--- config.mk ---
export PLATFORM = sky130hd
export DESIGN_NAME = msi_bus_responder
export DESIGN_NICKNAME = d
export VERILOG_FILES = /design/src/rtl/msi_bus_responder.sv
export SDC_FILE = /design/constraint.sdc
export NUM_CORES = 1
export LEC_CHECK = 0
export BUFFER_PORTS_ARGS = -buffer_cell sky130_fd_sc_hd__buf_2
export CAP_MARGIN = 20
export CORE_ASPECT_RATIO = 1.4
export CORE_MARGIN = 8
export CORE_UTILIZATION = 55
export CTS_BUF_LIST = sky130_fd_sc_hd__clkbuf_2
export DETAILED_ROUTE_END_ITERATION = 6
export MAX_ROUTING_LAYER = met4
export PLACE_DENSITY_LB_ADDON = 0.08
export SLEW_MARGIN = 20
export SYNTH_ARGS = -nofsm -noshare
export SYNTH_HDL_FRONTEND = slang
export SYNTH_SLANG_ARGS = --single-unit
--- constraint.sdc ---
create_clock -name clk -period 6 [get_ports clk]
set_input_delay 0.9 -clock clk [delete_from_list [all_inputs] [get_ports clk]]
set_output_delay 0.9 -clock clk [all_outputs]
set_load 0.005 [all_outputs]
--- src/rtl/msi_bus_responder.sv ---
// Memory-side responder for the MSI snooping bus: one transaction at a time,
// snoop window for owner aborts, fixed-latency local memory, response handshake.
module msi_bus_responder #(
    parameter int ADDR_W    = 4,
    parameter int DATA_W    = 8,
    parameter int SNOOP_CYC = 2,
    parameter int MEM_LAT   = 4
) (
    input  logic              clk,
    input  logic              rst_n,
    input  logic              req_valid,
    output logic              req_ready,
    input  logic [1:0]        req_type,
    input  logic              req_src,
    input  logic [ADDR_W-1:0] req_addr,
    input  logic [DATA_W-1:0] req_wdata,
    input  logic              snoop_abort,
    input  logic [DATA_W-1:0] snoop_data,
    output logic              rsp_valid,
    input  logic              rsp_ready,
    output logic [1:0]        rsp_type,
    output logic              rsp_src,
    output logic [DATA_W-1:0] rsp_data,
    output logic              rsp_aborted,
    output logic [7:0]        abort_count
);
    localparam int DEPTH   = 2 ** ADDR_W;
    localparam int CNT_MAX = (SNOOP_CYC > MEM_LAT) ? SNOOP_CYC : MEM_LAT;
    localparam int CNT_W   = $clog2(CNT_MAX + 1);

    localparam logic [1:0] T_RD  = 2'd0;
    localparam logic [1:0] T_WR  = 2'd1;
    localparam logic [1:0] T_INV = 2'd2;
    localparam logic [1:0] T_WB  = 2'd3;

    typedef enum logic [2:0] {S_IDLE, S_SNOOP, S_MEM, S_WB, S_RESP} state_t;

    state_t              state_q, state_d;
    logic [CNT_W-1:0]    cnt_q, cnt_d;
    logic [1:0]          type_q, type_d;
    logic                src_q, src_d;
    logic [ADDR_W-1:0]   addr_q, addr_d;
    logic [DATA_W-1:0]   wdata_q, wdata_d;
    logic [DATA_W-1:0]   data_q, data_d;
    logic                aborted_q, aborted_d;
    logic [7:0]          abort_cnt_q, abort_cnt_d;
    logic                mem_we;
    logic [DATA_W-1:0]   mem_wdata;
    logic [DATA_W-1:0]   mem_q [DEPTH];

    always_comb begin
        state_d     = state_q;
        cnt_d       = cnt_q;
        type_d      = type_q;
        src_d       = src_q;
        addr_d      = addr_q;
        wdata_d     = wdata_q;
        data_d      = data_q;
        aborted_d   = aborted_q;
        abort_cnt_d = abort_cnt_q;
        mem_we      = 1'b0;
        mem_wdata   = '0;
        case (state_q)
            S_IDLE: begin
                if (req_valid) begin
                    type_d    = req_type;
                    src_d     = req_src;
                    addr_d    = req_addr;
                    wdata_d   = req_wdata;
                    data_d    = '0;
                    aborted_d = 1'b0;
                    cnt_d     = '0;
                    case (req_type)
                        T_RD, T_WR: state_d = S_SNOOP;
                        default:    state_d = S_WB;
                    endcase
                end
            end
            S_SNOOP: begin
                if (snoop_abort) begin
                    mem_we    = 1'b1;
                    mem_wdata = snoop_data;
                    data_d    = snoop_data;
                    aborted_d = 1'b1;
                    if (abort_cnt_q != 8'hFF) abort_cnt_d = abort_cnt_q + 8'd1;
                    cnt_d     = '0;
                    state_d   = S_RESP;
                end else if (cnt_q == CNT_W'(SNOOP_CYC - 1)) begin
                    cnt_d   = '0;
                    state_d = S_MEM;
                end else begin
                    cnt_d = cnt_q + 1'b1;
                end
            end
            S_MEM: begin
                if (cnt_q == CNT_W'(MEM_LAT - 1)) begin
                    data_d    = mem_q[addr_q];
                    aborted_d = 1'b0;
                    cnt_d     = '0;
                    state_d   = S_RESP;
                end else begin
                    cnt_d = cnt_q + 1'b1;
                end
            end
            S_WB: begin
                // Turnaround cycle: invalidate leaves after one edge, write-back
                // spends a second edge here and commits its data on that edge.
                if (type_q == T_INV || cnt_q != '0) begin
                    if (type_q == T_WB) begin
                        mem_we    = 1'b1;
                        mem_wdata = wdata_q;
                    end
                    data_d  = '0;
                    cnt_d   = '0;
                    state_d = S_RESP;
                end else begin
                    cnt_d = cnt_q + 1'b1;
                end
            end
            S_RESP: begin
                if (rsp_ready) state_d = S_IDLE;
            end
            default: state_d = S_IDLE;
        endcase
    end

    always_ff @(posedge clk or negedge rst_n) begin
        if (!rst_n) begin
            state_q     <= S_IDLE;
            cnt_q       <= '0;
            type_q      <= '0;
            src_q       <= 1'b0;
            addr_q      <= '0;
            wdata_q     <= '0;
            data_q      <= '0;
            aborted_q   <= 1'b0;
            abort_cnt_q <= '0;
        end else begin
            state_q     <= state_d;
            cnt_q       <= cnt_d;
            type_q      <= type_d;
            src_q       <= src_d;
            addr_q      <= addr_d;
            wdata_q     <= wdata_d;
            data_q      <= data_d;
            aborted_q   <= aborted_d;
            abort_cnt_q <= abort_cnt_d;
        end
    end

    always_ff @(posedge clk or negedge rst_n) begin
        if (!rst_n) begin
            for (int i = 0; i < DEPTH; i++) mem_q[i] <= '0;
        end else if (mem_we) begin
            mem_q[addr_q] <= mem_wdata;
        end
    end

    assign req_ready   = (state_q == S_IDLE);
    assign rsp_valid   = (state_q == S_RESP);
    assign rsp_type    = type_q;
    assign rsp_src     = src_q;
    assign rsp_data    = data_q;
    assign rsp_aborted = aborted_q;
    assign abort_count = abort_cnt_q;

endmodule

==> summary.md <==
| Metric | Value |
|---|---|
| Final Hold Vio Count | `0` |
| RSZ-0062 raised after global routing | `no` |
| Clock latency on the worst-skew pair | `approximately 700 ps` |
| Slew Viols, Final | `0` |
| Synth Net Count | `556` |
| Vias/cell | `5.90` |
| Most used DFF post-synth | `dfrtp_1` |
| Routing usage on met2 | `0.344` |
| Syn_area_per_cell | `15.2 µm²` |
| Post-route ant nets | `0` |
| Max incr delay on CP | `around 600 ps` |
| Kind of critical path | `reg2out` |
| Clock transition at the registers of the reported paths | `250 ps` |
| Sequential share of the synthesized area | `0.525` |
| Final HPWL DP | `11800 µm` |
| Most instantiated cells after synthesis | `dfrtp_1 (166), mux2_1 (87), mux2_2 (57), mux4_2 (32), nand2_1 (15)` |
| Routability congestion estimate | `roughly 0.84` |
| Clock power share | `0.227` |
| Gr usage total | `0.199` |
| Filler cells | `1117` |
| # setup viols final | `0` |
| Clock sink count | `166` |
| Routed WL | `16700 µm` |
| Syn. warnings | `0` |
| First-pass GRT wire length | `roughly 28000 µm` |
| Cells along the critical path | `nor2_1 -> nand2_1 -> inv_1 -> buf_2` |
| Routed length per instance | `21.8 µm` |
| Worst setup margin | `3200 ps` |
| CP Launch Type | `register` |
| Biggest fanout along the worst timing path | `12` |
| DR iter-0 viols | `200` |
| Synthesized flop and latch total | `166` |
| CTS tree | `built` |
| Core ar. | `between 0.01 and 0.015 mm²` |
| Dominant cell by count in the synthesized netlist | `dfrtp_1` |
| Mapped Area | `around 0.0079 mm²` |
| Critical path's top delay family | `flip-flops` |
| CTS root buf | `clkbuf_2` |
| Util after Layout | `0.597` |
| Status | `finished, final reports clean` |
| Clock period minus worst slack | `2800 ps` |
| MaxCap Viol Count | `0` |
| Ant diodes | `0` |
| Multi-input gate area | `0.00349 mm²` |
| Top-area cell type share of the netlist area | `0.525` |
| Cell Pwr Density | `347 mW/mm²` |
| # nets final | `597` |
| Hold-fix buffers, CTS | `0` |
| Die Width | `117 µm` |
| Final TNS setup | `0 ps` |
| GR Layer Usage met3 | `0.0414` |
| Via count | `4510` |
| Area leader, netlist | `dfrtp_1` |
| Hold Path Class | `in2async` |
| Post-CTS setup buffer count | `0` |
| Sequential Power Share | `0.470` |
| Async S/R FF share, synth | `1.00` |
| TritonCTS Buffers | `17` |
| Post-synth EDFFs | `0` |
| Maximum vdd drop | `163 µV` |
| GR Util met1 | `0.235` |
| Comb pwr share | `0.302` |
| Worst path arrival time | `roughly 1900 ps` |
| Slew HR | `0.393` |
| Worst-Margin Slew | `907 ps` |
| Reg area | `roughly 0.0042 mm²` |
| Largest net degree at the start of global routing | `72` |
| Die Height | `158 µm` |
| Area of the die | `between 0.015 and 0.02 mm²` |
| CP required | `5100 ps` |
| GRT overflow | `0` |
| PortBufs | `49` |
| Leakage Power | `4.22 nW` |
| Worst-case clock buffer depth | `2` |
| Initial Utilization | `0.555` |
| Crit share post-route | `0.466` |
| Initial antenna violation count | `0` |
| Core Rows | `52` |
| Cells after synthesis | `between 500 and 600` |
| Resize count post-CTS | `0` |
| Post-route DRC | `0` |
| CP Buf/Inv Count | `2` |
| Drt pass-1 iters | `5` |
| Sw Share | `0.349` |
| Share of cells above drive strength 1 | `0.366` |
| Layout area overhead | `7.47%` |
| Critical path endpoint category | `output pin` |
| Critical path's slowest cell | `dfrtp_1` |
| Max Freq | `357 MHz` |
| Top Ports | `50` |
| Hold_ws | `117 ps` |
| GRT Max-Usage Layer | `met2` |
| Number of library cell types mapped by synthesis | `57` |
| Top cells by area, synth | `dfrtp_1 (53%), mux2_1 (12%), mux4_2 (9.1%)` |
| Pre-CTS setup slack | `between 3000 and 4000 ps` |
| Number of global-route vias before repair | `4851` |
| Psw | `1.03 mW` |
| Setup Skew | `38.6 ps` |
| H-tree levels | `4` |
| Int Pwr | `1.92 mW` |
path summary, 6_finish.rpt:
kind / start / endpoint / slack (ps) / cells past startpoint
setup / recovery: state_q[0]$_DFFE_PN0P_ / rsp_valid / 3200 / 4
setup reg to reg: cnt_q[0]$_DFFE_PN0P_ / mem_q[71]$_DFFE_PN0P_ / 3570 / 7
max in group asynchronous: rst_n / mem_q[13]$_DFFE_PN0P_ / 4690 / 2
min in group clk: rsp_ready / state_q[2]$_DFFE_PN0P_ / 360 / 2
hold / removal: rst_n / abort_count[5]$_DFFE_PN0P_ / 120 / 1
hold reg to reg: abort_count[6]$_DFFE_PN0P_ / abort_count[6]$_DFFE_PN0P_ / 500 / 1
cells by family after synthesis:
group | count (synthesis) | share of synthesized area
buf+inv | 43 | 0.0331
xor+xnor | 7 | 0.00775
mux | 178 | 0.299
compound gates | 47 | 0.0494
simple gates | 75 | 0.0766
flops | 166 | 0.525
fa+ha+maj | 6 | 0.00949
through the flow:
step,area [µm²],power [mW],cells
3_5_place_dp,8220,2.31,733
3_3_place_gp,8220,2.29,733
5_1_grt,8500,3.12,765
6_report,8500,2.95,765
2_1_floorplan,7910,2.07,522
4_1_cts,8500,2.98,765
power by group through the flow:
stage	Combinational (mW)	Sequential [mW]	Clock, mW
final	0.891	1.39	0.670
after global routing	0.978	1.41	0.732
after CTS	0.908	1.39	0.687
after detailed placement	0.904	1.41	0
after global placement	0.887	1.40	0
after floorplan	0.707	1.36	0
per-layer routing:
metal	up-vias	share of wire
met5	-	0
met4	0	0.0085
met3	13	0.032
met2	88	0.53
met1	2360	0.43
li1	2049	-
flip-flops by register name, indices dropped and copies added (netlist names):
signal / flops
mem_q: 128
abort_count: 8
rsp_data: 8
wdata_q: 8
addr_q: 4
cnt_q: 3
state_q: 3
rsp_type: 2
rsp_aborted: 1
rsp_src: 1
layout by cell type, fill, tap and decap left out, types with 3 or more instances in the layout:
cell type / netlist / layout
dfrtp_1: 166 / 165
mux2_1: 87 / 87
mux2_2: 57 / 57
buf_2: 11 / 48
mux4_2: 32 / 32
clkbuf_2: 0 / 20
nand2_1: 15 / 15
a22oi_1: 14 / 14
nand3_4: 10 / 10
inv_1: 9 / 9
and3_1: 9 / 9
a221o_1: 7 / 7
a21o_2: 7 / 7
buf_4: 8 / 7
xnor2_1: 6 / 6
ha_1: 6 / 6
nor3_1: 5 / 5
and2_1: 4 / 4
nor2_1: 4 / 4
a21oi_1: 4 / 4
bufinv_16: 0 / 4
nand4_1: 3 / 3
and4_2: 3 / 3
clkinvlp_4: 0 / 3
final cells by class:
class,instances,share of cell area
timing repair buffer,56,0.0358
inverter,9,0.00397
sequential,166,0.489
multi-input combinational,313,0.411
clock inverter,12,0.0208
tap,189,0.0278
clock buffer,20,0.0118
(Power assumes the default switching activity.)
